File: config.mk
export PLATFORM = sky130hd
export DESIGN_NAME = wb_arbiter
export DESIGN_NICKNAME = d
export VERILOG_FILES = /design/src/rtl/wb_pkg.sv /design/src/rtl/wb_fifo.sv /design/src/rtl/wb_arbiter.sv
export SDC_FILE = /design/constraint.sdc
export NUM_CORES = 1
export LEC_CHECK = 0
export ABC_AREA = 1
export BUFFER_PORTS_ARGS = -buffer_cell sky130_fd_sc_hd__buf_2
export CORE_ASPECT_RATIO = 0.5
export CORE_MARGIN = 1.5
export CORE_UTILIZATION = 30
export CTS_BUF_LIST = sky130_fd_sc_hd__clkbuf_2
export CTS_CLUSTER_DIAMETER = 30
export CTS_CLUSTER_SIZE = 12
export DETAILED_ROUTE_END_ITERATION = 6
export HOLD_SLACK_MARGIN = 0.15
export PLACE_DENSITY = 0.43
export SLEW_MARGIN = 20
export SYNTH_ARGS = -nofsm -noshare
export SYNTH_HDL_FRONTEND = slang
export SYNTH_HIERARCHICAL = 1
export SYNTH_SLANG_ARGS = --single-unit
File: constraint.sdc
create_clock -name clk -period 2.5 [get_ports clk]
set_input_delay 0.375 -clock clk [delete_from_list [all_inputs] [get_ports clk]]
set_output_delay 0.375 -clock clk [all_outputs]
set_load 0.02 [all_outputs]
File: src/rtl/wb_pkg.sv
// rtl/wb_pkg.sv - shared widths, address map and entry types for the writeback arbiter
package wb_pkg;

  localparam int DW    = 4;
  localparam int LANES = 2;
  localparam int AW    = 5;

  localparam logic [AW-1:0] SCA_BASE = 5'd1;
  localparam logic [AW-1:0] VEC_BASE = 5'd16;
  localparam logic [AW-1:0] VEC_LAST = 5'd23;

  typedef logic [LANES-1:0][DW-1:0] vec_t;

  typedef struct packed {
    logic [AW-1:0] addr;
    logic [DW-1:0] sca;
    vec_t          vec;
  } wb_entry_t;

  // Address 0 is reserved and 24-31 are illegal; only 1-23 reach the register file.
  function automatic logic addr_writable(input logic [AW-1:0] a);
    return (a >= SCA_BASE) && (a <= VEC_LAST);
  endfunction

  function automatic logic addr_illegal(input logic [AW-1:0] a);
    return a > VEC_LAST;
  endfunction

  function automatic logic addr_is_vec(input logic [AW-1:0] a);
    return (a >= VEC_BASE) && (a <= VEC_LAST);
  endfunction

endpackage

File: src/rtl/wb_fifo.sv
// rtl/wb_fifo.sv - in-order circular buffer of load results with entry visibility for hazard checks
module wb_fifo
  import wb_pkg::*;
#(
  parameter int DEPTH = 4
) (
  input  logic                          clk,
  input  logic                          rst,
  input  logic                          push,
  input  wb_entry_t                     push_data,
  input  logic                          pop,
  output wb_entry_t                     head,
  output logic                          full,
  output logic                          empty,
  output logic [$clog2(DEPTH):0]        count,
  output wb_entry_t [DEPTH-1:0]         entries,
  output logic [DEPTH-1:0]              valid_mask
);

  localparam int PW = $clog2(DEPTH);
  localparam int CW = PW + 1;

  wb_entry_t [DEPTH-1:0] mem;
  logic [PW-1:0]         wr_ptr;
  logic [PW-1:0]         rd_ptr;
  logic                  do_push;
  logic                  do_pop;

  assign full    = (count == CW'(DEPTH));
  assign empty   = (count == '0);
  assign do_push = push && !full;
  assign do_pop  = pop && !empty;
  assign head    = mem[rd_ptr];
  assign entries = mem;

  always_ff @(posedge clk or negedge rst) begin
    if (!rst) begin
      wr_ptr <= '0;
      rd_ptr <= '0;
      count  <= '0;
    end else begin
      if (do_push) wr_ptr <= wr_ptr + 1'b1;
      if (do_pop)  rd_ptr <= rd_ptr + 1'b1;
      count <= count + CW'(do_push) - CW'(do_pop);
    end
  end

  // Payload storage needs no reset; validity comes from the pointers.
  always_ff @(posedge clk) begin
    if (do_push) mem[wr_ptr] <= push_data;
  end

  // A slot is live when its distance from the read pointer is below the occupancy.
  always_comb begin
    valid_mask = '0;
    for (int i = 0; i < DEPTH; i++) begin
      logic [PW-1:0] off;
      off = PW'(i) - rd_ptr;
      valid_mask[i] = ({1'b0, off} < count);
    end
  end

endmodule

File: src/rtl/wb_arbiter.sv
// rtl/wb_arbiter.sv - merges ALU and load results onto the register file write port
module wb_arbiter
  import wb_pkg::*;
#(
  parameter int DEPTH = 4
) (
  input  logic                   clk,
  input  logic                   rst,
  input  logic                   alu_valid,
  input  logic [AW-1:0]          alu_addr,
  input  logic [DW-1:0]          alu_wd_sca,
  input  logic [LANES*DW-1:0]    alu_wd_vec,
  input  logic                   mem_valid,
  output logic                   mem_ready,
  input  logic [AW-1:0]          mem_addr,
  input  logic [DW-1:0]          mem_wd_sca,
  input  logic [LANES*DW-1:0]    mem_wd_vec,
  input  logic [AW-1:0]          A1,
  input  logic [AW-1:0]          A2,
  output logic                   HAZ1,
  output logic                   HAZ2,
  output logic                   WE,
  output logic [AW-1:0]          A3_WB,
  output logic [DW-1:0]          WD3_SCA,
  output logic [LANES*DW-1:0]    WD3_VEC,
  output logic [$clog2(DEPTH):0] fifo_count,
  output logic                   addr_err
);

  wb_entry_t             push_data;
  wb_entry_t             alu_entry;
  wb_entry_t             fifo_head;
  wb_entry_t             sel;
  wb_entry_t [DEPTH-1:0] fifo_entries;
  logic [DEPTH-1:0]      fifo_valid;
  logic                  fifo_full;
  logic                  fifo_empty;
  logic                  push;
  logic                  pop;
  logic                  sel_valid;
  logic [AW-1:0]         rd_addr [2];
  logic [1:0]            haz;

  assign push_data = '{addr: mem_addr, sca: mem_wd_sca, vec: mem_wd_vec};
  assign alu_entry = '{addr: alu_addr, sca: alu_wd_sca, vec: alu_wd_vec};

  // Readiness depends only on the registered count: a same-cycle pop never frees a slot.
  assign mem_ready = !fifo_full;
  assign push      = mem_valid && mem_ready;

  // ALU has strict priority; the FIFO drains only in ALU gaps.
  assign pop       = !alu_valid && !fifo_empty;
  assign sel_valid = alu_valid || !fifo_empty;
  assign sel       = alu_valid ? alu_entry : fifo_head;

  wb_fifo #(.DEPTH(DEPTH)) u_fifo (
    .clk        (clk),
    .rst        (rst),
    .push       (push),
    .push_data  (push_data),
    .pop        (pop),
    .head       (fifo_head),
    .full       (fifo_full),
    .empty      (fifo_empty),
    .count      (fifo_count),
    .entries    (fifo_entries),
    .valid_mask (fifo_valid)
  );

  always_ff @(posedge clk or negedge rst) begin
    if (!rst) begin
      WE       <= 1'b0;
      A3_WB    <= '0;
      WD3_SCA  <= '0;
      WD3_VEC  <= '0;
      addr_err <= 1'b0;
    end else begin
      WE <= sel_valid && addr_writable(sel.addr);
      if (sel_valid) begin
        A3_WB   <= sel.addr;
        WD3_SCA <= sel.sca;
        WD3_VEC <= sel.vec;
      end
      if (sel_valid && addr_illegal(sel.addr)) addr_err <= 1'b1;
    end
  end

  assign rd_addr[0] = A1;
  assign rd_addr[1] = A2;

  // A read is hazardous if any queued load, the output stage or the current ALU result targets it.
  always_comb begin
    haz = '0;
    for (int p = 0; p < 2; p++) begin
      for (int i = 0; i < DEPTH; i++) begin
        if (fifo_valid[i] && (fifo_entries[i].addr == rd_addr[p])) haz[p] = 1'b1;
      end
      if (WE && (A3_WB == rd_addr[p]))           haz[p] = 1'b1;
      if (alu_valid && (alu_addr == rd_addr[p])) haz[p] = 1'b1;
      if (rd_addr[p] == '0)                      haz[p] = 1'b0;
    end
  end

  assign HAZ1 = haz[0];
  assign HAZ2 = haz[1];

endmodule

Yosys cells after proc, flatten, opt, wreduce, memory -nomap -nowiden

Cells that the tools add are included.

$add $sub $neg: 8
Multipliers: 0
Div/mod/pow operators: 0
$lt $le $gt $ge: 10
Equality and inequality tests: 13
Shifts and indexed selects: 0
Muxes and demuxes: 20
Bitwise gates (word level): 0
Reductions and logical operators: 27

Operators with widths:

| operator                                              | number |
|---|---|
| bitwise mux 68 bit                                    | 1 |
| equality test 5 bit                                   | 12 |
| 2-to-1 mux 17 bit                                     | 3 |
| binary-select mux 17 bit (select 2 bit)               | 1 |
| demux 17 bit (select 2 bit)                           | 1 |
| logical AND 1 bit                                     | 20 |
| 2-to-1 mux 1 bit                                      | 14 |
| < comparator 2 x 3 -> 1 bit                           | 4 |
| logical NOT 5 bit                                     | 2 |
| < comparator 2 x 3 -> 1 bit (second input constant)   | 2 |
| >= comparator 5 x 1 -> 1 bit (second input constant)  | 1 |
| greater-than comparator 5 bit (second input constant) | 1 |
| <= comparator 5 bit (second input constant)           | 1 |
| adder 2 x 1 -> 2 bit (second input constant)          | 2 |
| subtractor 1 x 2 -> 2 bit (first input constant)      | 2 |
| subtractor 2 bit (first input constant)               | 2 |
| adder 3 x 1 -> 3 bit                                  | 1 |
| equality test 3 bit (second input constant)           | 1 |
| logical NOT 1 bit                                     | 3 |
| logical NOT 3 bit                                     | 1 |
| subtractor 3 x 1 -> 3 bit                             | 1 |
| >= comparator 2 x 1 -> 1 bit (second input constant)  | 1 |
| logical OR 1 bit                                      | 1 |

Register bits after elaboration: 94
Latch bits: 0
RAM bits: 0
Memory bits (read-only): 0
Bits of input ports: 48
Memories kept: 0

Longest topological paths before layout

Gate-level depths: netlist of run 1.

Word-level depth: 10
Mapped depth: 15

Hierarchy

Netlist of run 1, hierarchy kept.

By module, submodules not included:

| module     | times used | cells each | area an instance (sq um) |
|---|---|---|---|
| wb_fifo    | 1          | 243        | 3,199.3 |
| wb_arbiter | 1          | 375        | 1,910.6 |

Worst setup path before layout of run 1

No wires, ideal clock.

Path type: register -> register
Start: register u_fifo.count[0]
End: register u_fifo.count[2]
Setup time: 0.065 ns
Arrival: 2.180 ns
Data required time: 2.435 ns
Slack: 0.255 ns
Cell stages (with the launch flop): 14
Period minus slack after synthesis: 2.245 ns
Path through: dfrtp_1 > nor2_2 > nand2_2 > inv_1 > nor2_1 > buf_4 > nand2_1 > inv_1 > ha_1 > inv_1 > ha_1 > fa_1 > nand3b_1 > nand2_1

Elaborated cells between the ends (all ways): 10
Those cells by class: 2 x add/sub; 1 x eq/ne; 7 x reduce/logical

RTL lines:

| element                   | line             | RTL |
|---|---|---|
| start, declared           | wb_fifo.sv:15    | `output logic [$clog2(DEPTH):0] count,` |
| start signal, assigned    | wb_fifo.sv:44    | `count <= count + CW'(do_push) - CW'(do_pop);` |
| logical NOT 3 bit         | wb_fifo.sv:30    | `assign empty = (count == '0);` |
| via fifo_empty            | wb_arbiter.sv:37 | `logic fifo_empty;` |
| logical NOT 1 bit         | wb_arbiter.sv:52 | `assign pop = !alu_valid && !fifo_empty;` |
| logical AND 1 bit         | wb_arbiter.sv:52 |  |
| via pop                   | wb_arbiter.sv:39 | `logic pop;` |
| logical AND 1 bit         | wb_fifo.sv:32    | `assign do_pop = pop && !empty;` |
| via u_fifo.do_pop         | wb_fifo.sv:27    | `logic do_pop;` |
| subtractor 3 x 1 -> 3 bit | wb_fifo.sv:44    |  |

The timed path passes the listed nets, and every way through them passes these cells.
A chain may end at the register's enable or synchronous reset.

Final worst setup path of run 1

Start: register u_fifo.rd_ptr[0]
End: output HAZ2

Elaborated cells between the ends (all ways): 19
Those cells by class: 4 x add/sub; 4 x order compare; 7 x mux; 4 x reduce/logical

RTL lines:

| element                       | line              | RTL |
|---|---|---|
| start, declared               | wb_fifo.sv:25     | `logic [PW-1:0] rd_ptr;` |
| start signal, assigned        | wb_fifo.sv:43     | `if (do_pop) rd_ptr <= rd_ptr + 1'b1;` |
| subtractor 2 bit              | wb_fifo.sv:58     | `off = PW'(i) - rd_ptr;` |
| < comparator 2 x 3 -> 1 bit   | wb_fifo.sv:59     | `valid_mask[i] = ({1'b0, off} < count);` |
| via fifo_valid[2]             | wb_arbiter.sv:35  | `logic [DEPTH-1:0] fifo_valid;` |
| logical AND 1 bit             | wb_arbiter.sv:96  | `if (fifo_valid[i] && (fifo_entries[i].addr == rd_addr[p])) haz[p] = 1'b1;` |
| 2-to-1 mux 1 bit (2 in a row) | wb_arbiter.sv:96  |  |
| 2-to-1 mux 1 bit              | wb_arbiter.sv:98  | `if (WE && (A3_WB == rd_addr[p])) haz[p] = 1'b1;` |
| 2-to-1 mux 1 bit              | wb_arbiter.sv:99  | `if (alu_valid && (alu_addr == rd_addr[p])) haz[p] = 1'b1;` |
| 2-to-1 mux 1 bit              | wb_arbiter.sv:100 | `if (rd_addr[p] == '0) haz[p] = 1'b0;` |
| end, declared                 | wb_arbiter.sv:21  | `output logic HAZ2,` |

The timed path passes the listed nets, and every way through them passes these cells.

==> results of run 1 <==
[metal layers]
layer,vias up,global-route usage
met5,-,0
met4,0,0.0367
met3,10,0.0298
met2,92,0.310
met1,2088,0.243
li1,2263,-
[cells in the final DEF (no fill, tap or decap), types with 4 or more instances in the layout]
master,Yosys,routed
sky130_fd_sc_hd__nand2_1,211,210
sky130_fd_sc_hd__nand3_1,102,102
sky130_fd_sc_hd__buf_2,2,70
sky130_fd_sc_hd__edfxtp_1,68,68
sky130_fd_sc_hd__inv_1,56,54
sky130_fd_sc_hd__nor2_1,58,51
sky130_fd_sc_hd__dlygate4sd3_1,0,32
sky130_fd_sc_hd__buf_4,12,25
sky130_fd_sc_hd__dfrtp_1,26,24
sky130_fd_sc_hd__o21ai_0,19,18
sky130_fd_sc_hd__nand4_1,17,17
sky130_fd_sc_hd__clkbuf_2,0,9
sky130_fd_sc_hd__inv_2,7,8
sky130_fd_sc_hd__nor2_2,1,8
sky130_fd_sc_hd__ha_1,10,6
sky130_fd_sc_hd__a21oi_1,5,5
sky130_fd_sc_hd__clkinv_4,0,4
sky130_fd_sc_hd__ha_4,0,4
[worst paths after layout]
kind | to | slack (ns) | start
max in group asynchronous | u_fifo/rd_ptr[1]$_DFFE_PN0P_ | 1.68 | rst
max | HAZ2 | -0.25 | u_fifo/rd_ptr[0]$_DFFE_PN0P_
min in group asynchronous | WD3_SCA[2]$_DFFE_PN0P_ | 0.32 | rst
max reg2reg | u_fifo/count[2]$_DFF_PN0_ | 0.19 | u_fifo/count[2]$_DFF_PN0_
min | addr_err$_DFFE_PN0P_ | 0.27 | alu_addr[4]
min reg2reg | addr_err$_DFFE_PN0P_ | 0.52 | addr_err$_DFFE_PN0P_
[cell families after synthesis]
family          after synthesis  synth area share
fa+ha+maj                    11            0.0284
compound gates               30            0.0306
flops                        94             0.527
buf+inv                      85            0.0830
simple gates                398             0.331
[critical path, stage by stage (launching register included)]
cell and delay (ns):
sky130_fd_sc_hd__dfrtp_2 0.51, sky130_fd_sc_hd__inv_2 0.07, sky130_fd_sc_hd__nand2_2 0.06, sky130_fd_sc_hd__nand2_4 0.08
sky130_fd_sc_hd__inv_2 0.05, sky130_fd_sc_hd__ha_4 0.15, sky130_fd_sc_hd__inv_2 0.04, sky130_fd_sc_hd__nor2_2 0.04
sky130_fd_sc_hd__a31oi_4 0.18, sky130_fd_sc_hd__nand2_1 0.07, sky130_fd_sc_hd__nor2_1 0.10, sky130_fd_sc_hd__nand3_1 0.08
sky130_fd_sc_hd__nand3_1 0.10, sky130_fd_sc_hd__nor2_2 0.05, sky130_fd_sc_hd__nor2_2 0.09, sky130_fd_sc_hd__buf_6 0.12
[state kept, by name, summed over array words and instances (netlist names)]
name            count
WE                  1
A3_WB               5
addr_err            1
u_fifo/wr_ptr       2
WD3_SCA             4
u_fifo/count        3
u_fifo/rd_ptr       2
WD3_VEC             8
u_fifo/entries     68
[Yosys cell counts]
master / n
sky130_fd_sc_hd__nand4_1: 17
sky130_fd_sc_hd__dfrtp_1: 26
sky130_fd_sc_hd__nor2_2: 1
sky130_fd_sc_hd__o21ai_0: 19
sky130_fd_sc_hd__edfxtp_1: 68
sky130_fd_sc_hd__nand2_4: 1
sky130_fd_sc_hd__inv_2: 7
sky130_fd_sc_hd__nand3b_1: 1
sky130_fd_sc_hd__o21bai_1: 1
sky130_fd_sc_hd__nor2_1: 58
sky130_fd_sc_hd__inv_6: 1
sky130_fd_sc_hd__nor3_1: 3
sky130_fd_sc_hd__buf_2: 2
sky130_fd_sc_hd__fa_1: 1
sky130_fd_sc_hd__buf_4: 12
sky130_fd_sc_hd__nand3_1: 102
sky130_fd_sc_hd__nand2_2: 4
sky130_fd_sc_hd__o21ai_1: 2
sky130_fd_sc_hd__nand2_1: 211
sky130_fd_sc_hd__a21oi_1: 5
sky130_fd_sc_hd__buf_6: 7
sky130_fd_sc_hd__ha_1: 10
sky130_fd_sc_hd__inv_1: 56
sky130_fd_sc_hd__a31oi_1: 3
[final cells by class]
cell class | instances | area [um^2] | share of cell area
flip-flops and latches | 94 | 2700 | 0.422
multi-input cells | 439 | 2110 | 0.331
repair buffers | 130 | 910 | 0.142
well taps | 227 | 284 | 0.0445
inverters | 64 | 248 | 0.0388
clock inverters | 7 | 92.6 | 0.0145
clock buffers | 9 | 45.0 | 0.00705
[through the flow]
stage / total power, uW / cell area [um^2] / worst slack (ns) / utilization
floorplan: 4260 / 5110 / 0.255 / -
global placement: 5080 / 5720 / 0.178 / 0.346
detailed placement: 5090 / 5720 / 0.157 / 0.346
CTS: 6340 / 6370 / -0.320 / 0.385
global route: 6820 / 6390 / -0.482 / 0.387
finish: 6310 / 6390 / -0.247 / 0.387
[where the power goes]
group          switching, uW  internal [uW]  total [uW]
combinational           1930           1140        3080
sequential               293           2110        2400
clock                    575            258         832
[what timing repair did]
item	in CTS	in global routing
setup endpoints to repair	2	3
endpoints found under the hold margin	110	0
gates resized for setup	22	7
hold buffers	32	0
setup buffers	10	1
pin swaps	25	11
==> results.json, run 1 <==
{
  "drcViolationCount": 0,
  "design.final.nets": 797,
  "diodes": 0,
  "total_leakage_power_uw": 0.00293,
  "crit_path_max_fanout": 4,
  "max_clock_freq_mhz": 364,
  "hold_path_depth": 5,
  "post-synth-top-area-cell": "sky130_fd_sc_hd__edfxtp_1",
  "worst_setup_hold_path_clk_slew_ns": 0.28,
  "cts.sink_count": 94,
  "area_delta_synth_final_pct": 25.0,
  "drtAntennaViolNets": 0,
  "synth_cell_types": 24,
  "post_route_cells_drive_above_1_share": 0.198,
  "dp_cells": 911,
  "place.port_buffers": 72,
  "clock_tree_from_tritoncts": "built",
  "setup.worst_path.end_class": "output pin",
  "wire_per_inst_um": 15.8,
  "routed.top_layer": "met4",
  "hold_violations": 0,
  "setup_viol": 2,
  "design.die.area_um2": 17900,
  "pwr_density_cell_nw_per_um2": 987,
  "gp_routability_congestion": 0.887,
  "cp-start-kind": "register",
  "largest_net_degree_at_the_start_of_global_routing": 36,
  "placementRows": 33,
  "worst_r2r_path_depth": 12,
  "maxSlewHeadroom": 0.522,
  "clk_latency_ns": 0.58,
  "clockRootBuffer": "sky130_fd_sc_hd__clkbuf_2",
  "post_layout_nonfiller_instances": 970,
  "ir_worst_vdd_uv": 395,
  "grt_pass1_vias": 4319,
  "finalCriticalPeriod_ns": 2.75,
  "viasPerCell": 4.59,
  "report.final.slew_viol_count": 0,
  "detail_route.iter0.violations": 267,
  "failed_checks": "negative setup slack",
  "grt_antenna_before_repair": 0,
  "ys.warnings.count": 6,
  "finClkSkew_ns": 0.0256,
  "setup_tns_ns": -0.477,
  "type_of_the_most_critical_hold_path": "primary input to register",
  "cts-htree-levels": 3,
  "routed_wire_length_um": 15300,
  "grt_remaining_overflow": 0,
  "route.layer.met1.wl_um": 7470,
  "grt_first_pass_wirelength_um": 24100,
  "largest_cells_by_area_after_synthesis": "sky130_fd_sc_hd__edfxtp_1 (40%), sky130_fd_sc_hd__nand2_1 (15%), sky130_fd_sc_hd__dfrtp_1 (13%)",
  "rsz0062_at_grt": "yes",
  "final.hold.worst_slack_ns": 0.273,
  "floorplan.die.width_um": 188,
  "met3_wirelength_um": 698,
  "layout.filler_cells": 1801,
  "core-area_um2": 16500,
  "critical_path_required_ns": 2.12,
  "cp.arrival_ns": 2.37,
  "boundaryPins": 73,
  "drv_cap": 0,
  "number_of_register_bits_inferred_by_synthesis": 94,
  "die_height_um": 95.3,
  "part_of_the_yosys_area_used_for_sequential_elements": 0.527,
  "initial_core_util": 0.309,
  "setup_slack_ns": -0.247,
  "num_vias": 4453,
  "dp_hpwl_um": 10900,
  "routed-wl-met2_um": 7030,
  "cts_made_buffers": 9,
  "syn_area_um2": 5110,
  "cts_max_path_buffers": 2,
  "yosys.area.top_type_share": 0.400,
  "groute.usage.overall": 0.181,
  "synthesis.nets": 677,
  "worst-slew-pin-transition_ns": 0.717,
  "finalCritPeriodShare": 1.10,
  "start_to_end_type_of_the_worst_setup_path": "register to output pin",
  "post_syn_area_per_cell_um2": 8.27,
  "outcome": "complete, but fails checks",
  "detail_route.first_pass.iterations": 4,
  "synthCells": 618
}
Power figures use the tool's default switching activity.
==> run 2, diff against run 1 <==
--- a/config.mk
+++ b/config.mk
@@ -7,6 +7,8 @@
 export LEC_CHECK = 0
 export ABC_AREA = 1
 export BUFFER_PORTS_ARGS = -buffer_cell sky130_fd_sc_hd__buf_2
+export CELL_PAD_IN_SITES_DETAIL_PLACEMENT = 0
+export CELL_PAD_IN_SITES_GLOBAL_PLACEMENT = 1
 export CORE_ASPECT_RATIO = 0.5
 export CORE_MARGIN = 1.5
 export CORE_UTILIZATION = 30
@@ -15,7 +17,7 @@
 export CTS_CLUSTER_SIZE = 12
 export DETAILED_ROUTE_END_ITERATION = 6
 export HOLD_SLACK_MARGIN = 0.15
-export PLACE_DENSITY = 0.43
+export PLACE_DENSITY = 0.55
 export SLEW_MARGIN = 20
 export SYNTH_ARGS = -nofsm -noshare
 export SYNTH_HDL_FRONTEND = slang
==> run 2 against run 1 <==
  * Largest cell class unchanged
  * Highest routed layer unchanged
  * The flow still finishes with violations (negative setup slack)
  * Critical path type unchanged
  * Final cell count down 0.21%
  * Routed wire length up 0.24%
  * Die area is the same
  * Register-to-register slack worse by 0.02 ns
  * Non-clock buffer count down 2
==> results.json, run 2 (synthesis gave the netlist of run 1 again) <==
{
  "outcome": "complete, but fails checks",
  "failed_checks": "negative setup slack",
  "area_delta_synth_final_pct": 22.7,
  "crit_path_max_fanout": 4,
  "cts_made_buffers": 9,
  "cts-htree-levels": 3,
  "place.port_buffers": 72,
  "drv_cap": 0,
  "most_frequent_cells_in_the_layout": "sky130_fd_sc_hd__nand2_1 (210), sky130_fd_sc_hd__nand3_1 (100), sky130_fd_sc_hd__buf_2 (70)",
  "grt_antenna_before_repair": 0,
  "cts.sink_count": 94,
  "design.die.area_um2": 17900,
  "clk_latency_ns": 0.57,
  "worst-slew-pin-transition_ns": 0.664,
  "final_area_um2": 6270,
  "critical_path.max_stage_delay_ns": 0.51,
  "setup_viol": 2,
  "type_of_the_most_critical_hold_path": "primary input to register",
  "grt_remaining_overflow": 0,
  "largest_net_degree_at_the_start_of_global_routing": 36,
  "cp.arrival_ns": 2.38,
  "layout_commonest_cell": "sky130_fd_sc_hd__nand2_1",
  "hold_violations": 0,
  "hold_path_depth": 5,
  "cts_max_path_buffers": 2,
  "finalCritPeriodShare": 1.10,
  "worst_setup_hold_path_clk_slew_ns": 0.27,
  "cp-start-kind": "register",
  "num_vias": 4490,
  "drcViolationCount": 0,
  "initial_core_util": 0.309,
  "setup_slack_ns": -0.253,
  "boundaryPins": 73,
  "wire_per_inst_um": 15.9,
  "place_worst_setup_slack_ns": 0.171,
  "clockRootBuffer": "sky130_fd_sc_hd__clkbuf_2",
  "maxSlewHeadroom": 0.557,
  "routed_wire_length_um": 15400,
  "clock_tree_from_tritoncts": "built",
  "max_clock_freq_mhz": 363,
  "placementRows": 33,
  "rsz0062_at_grt": "yes",
  "critical_path_required_ns": 2.12,
  "start_to_end_type_of_the_worst_setup_path": "register to output pin",
  "detail_route.first_pass.iterations": 4,
  "worst_r2r_path_depth": 12,
  "grt_first_pass_wirelength_um": 23900,
  "diodes": 0,
  "post_route_cells_drive_above_1_share": 0.193,
  "ir_worst_vdd_uv": 371,
  "drtAntennaViolNets": 0,
  "max_ffs_per_register": 68,
  "detail_route.iter0.violations": 246,
  "finalCriticalPeriod_ns": 2.75,
  "final_util": 0.380,
  "groute.usage.overall": 0.178,
  "design.final.nets": 795,
  "cpMostUsedCell": "sky130_fd_sc_hd__nor2_1",
  "finClkSkew_ns": 0.0262,
  "die_height_um": 95.3,
  "pwr_density_cell_nw_per_um2": 967,
  "setup.worst_path.end_class": "output pin",
  "viasPerCell": 4.64,
  "total_leakage_power_uw": 0.00290,
  "worst_path_cell_trace": "inv_6 -> nand2_2 -> nand2_4 -> inv_2 -> ha_4 -> inv_2 -> nor2_2 -> a31oi_4 -> nand2_1 -> nor2_1 -> nand3_1 -> nand3_2 -> nor2_1 -> nor2_1 -> buf_4",
  "dp_hpwl_um": 10800,
  "report.final.slew_viol_count": 0,
  "placed_cell_area_um2": 5710,
  "core-area_um2": 16500,
  "critical_path.slowest_cell": "sky130_fd_sc_hd__dfrtp_2",
  "floorplan.die.width_um": 188,
  "gp_routability_congestion": 0.809,
  "grt_pass1_vias": 4266
}
[run 2: cell types whose count changed in the layout (fill, tap and decap cells not counted), moves of 2 or more]
cell,change
sky130_fd_sc_hd__nand3_1,-2
sky130_fd_sc_hd__inv_6,+2
sky130_fd_sc_hd__nor2_1,+5
sky130_fd_sc_hd__buf_4,+2
sky130_fd_sc_hd__ha_4,-2
sky130_fd_sc_hd__nor2_2,-5
sky130_fd_sc_hd__buf_12,-2
sky130_fd_sc_hd__nand3_2,+2
sky130_fd_sc_hd__o21ai_2,+2
sky130_fd_sc_hd__clkinv_4,-3
sky130_fd_sc_hd__ha_1,+2
sky130_fd_sc_hd__clkinvlp_4,+2
[run 2: metal layers]
layer | vias up | track usage | part of all wire
li1 | 2270 | - | -
met1 | 2134 | 0.247 | 0.51
met2 | 74 | 0.297 | 0.45
met3 | 12 | 0.0276 | 0.030
met4 | 0 | 0.0340 | 0.0091
met5 | - | 0 | 0
[run 2: layout make-up]
type                       instances  area [um^2]
clock inverter                     7         57.6
sequential                        94         2700
timing repair buffer             128          863
fill                            1790        10200
tap                              227          284
inverter                          64          245
clock buffer                       9         45.0
multi-input combinational        439         2080
[run 2: worst max-delay path, delay by kind of cell, from the launching register on]
kind	cells	cell delay, ns
AOI/OAI and AO/OA	1	0.17
adders and majority gates	1	0.15
buffers and inverters	4	0.31
DFF	1	0.51
and+or+nand+nor	9	0.66
[run 2: repair_timing]
action | in CTS | in global routing
buffers inserted | 6 | 1
endpoints found under the hold margin | 108 | 0
resized for setup | 17 | 5
pin swaps | 13 | 8
hold buffers | 31 | 0
setup endpoints to repair | 2 | 3
[run 2: metrics by stage]
stage	instances	TNS, ns	hold slack, ns	power (uW)
4_1_cts	967	-0.556	0.197	6110
6_report	968	-0.495	0.227	6060
5_1_grt	968	-0.859	0.217	6590
2_1_floorplan	618	0	0.0794	4260
3_3_place_gp	914	0	0.456	5090
3_5_place_dp	914	0	0.460	5100
[run 2: path summary, 6_finish.rpt]
check                                                  start                           end  slack, ns
worst max register to register     u_fifo/count[1]$_DFF_PN0_     u_fifo/count[2]$_DFF_PN0_       0.17
worst max-delay path            u_fifo/rd_ptr[1]$_DFFE_PN0P_                          HAZ1      -0.25
worst min-delay path                               alu_valid  u_fifo/rd_ptr[1]$_DFFE_PN0P_       0.23
min in group asynchronous                                rst     u_fifo/count[1]$_DFF_PN0_       0.31
worst min register to register        WD3_VEC[6]$_DFFE_PN0P_        WD3_VEC[6]$_DFFE_PN0P_       0.51
max in group asynchronous                                rst        WD3_VEC[6]$_DFFE_PN0P_       1.73
[run 2: power breakdown]
group          leakage [uW]  switching (uW)  total [uW]  internal, uW
Combinational       0.00191            1900        2970          1070
Sequential         0.000928             286        2390          2110
Clock             0.0000608             551         696           146
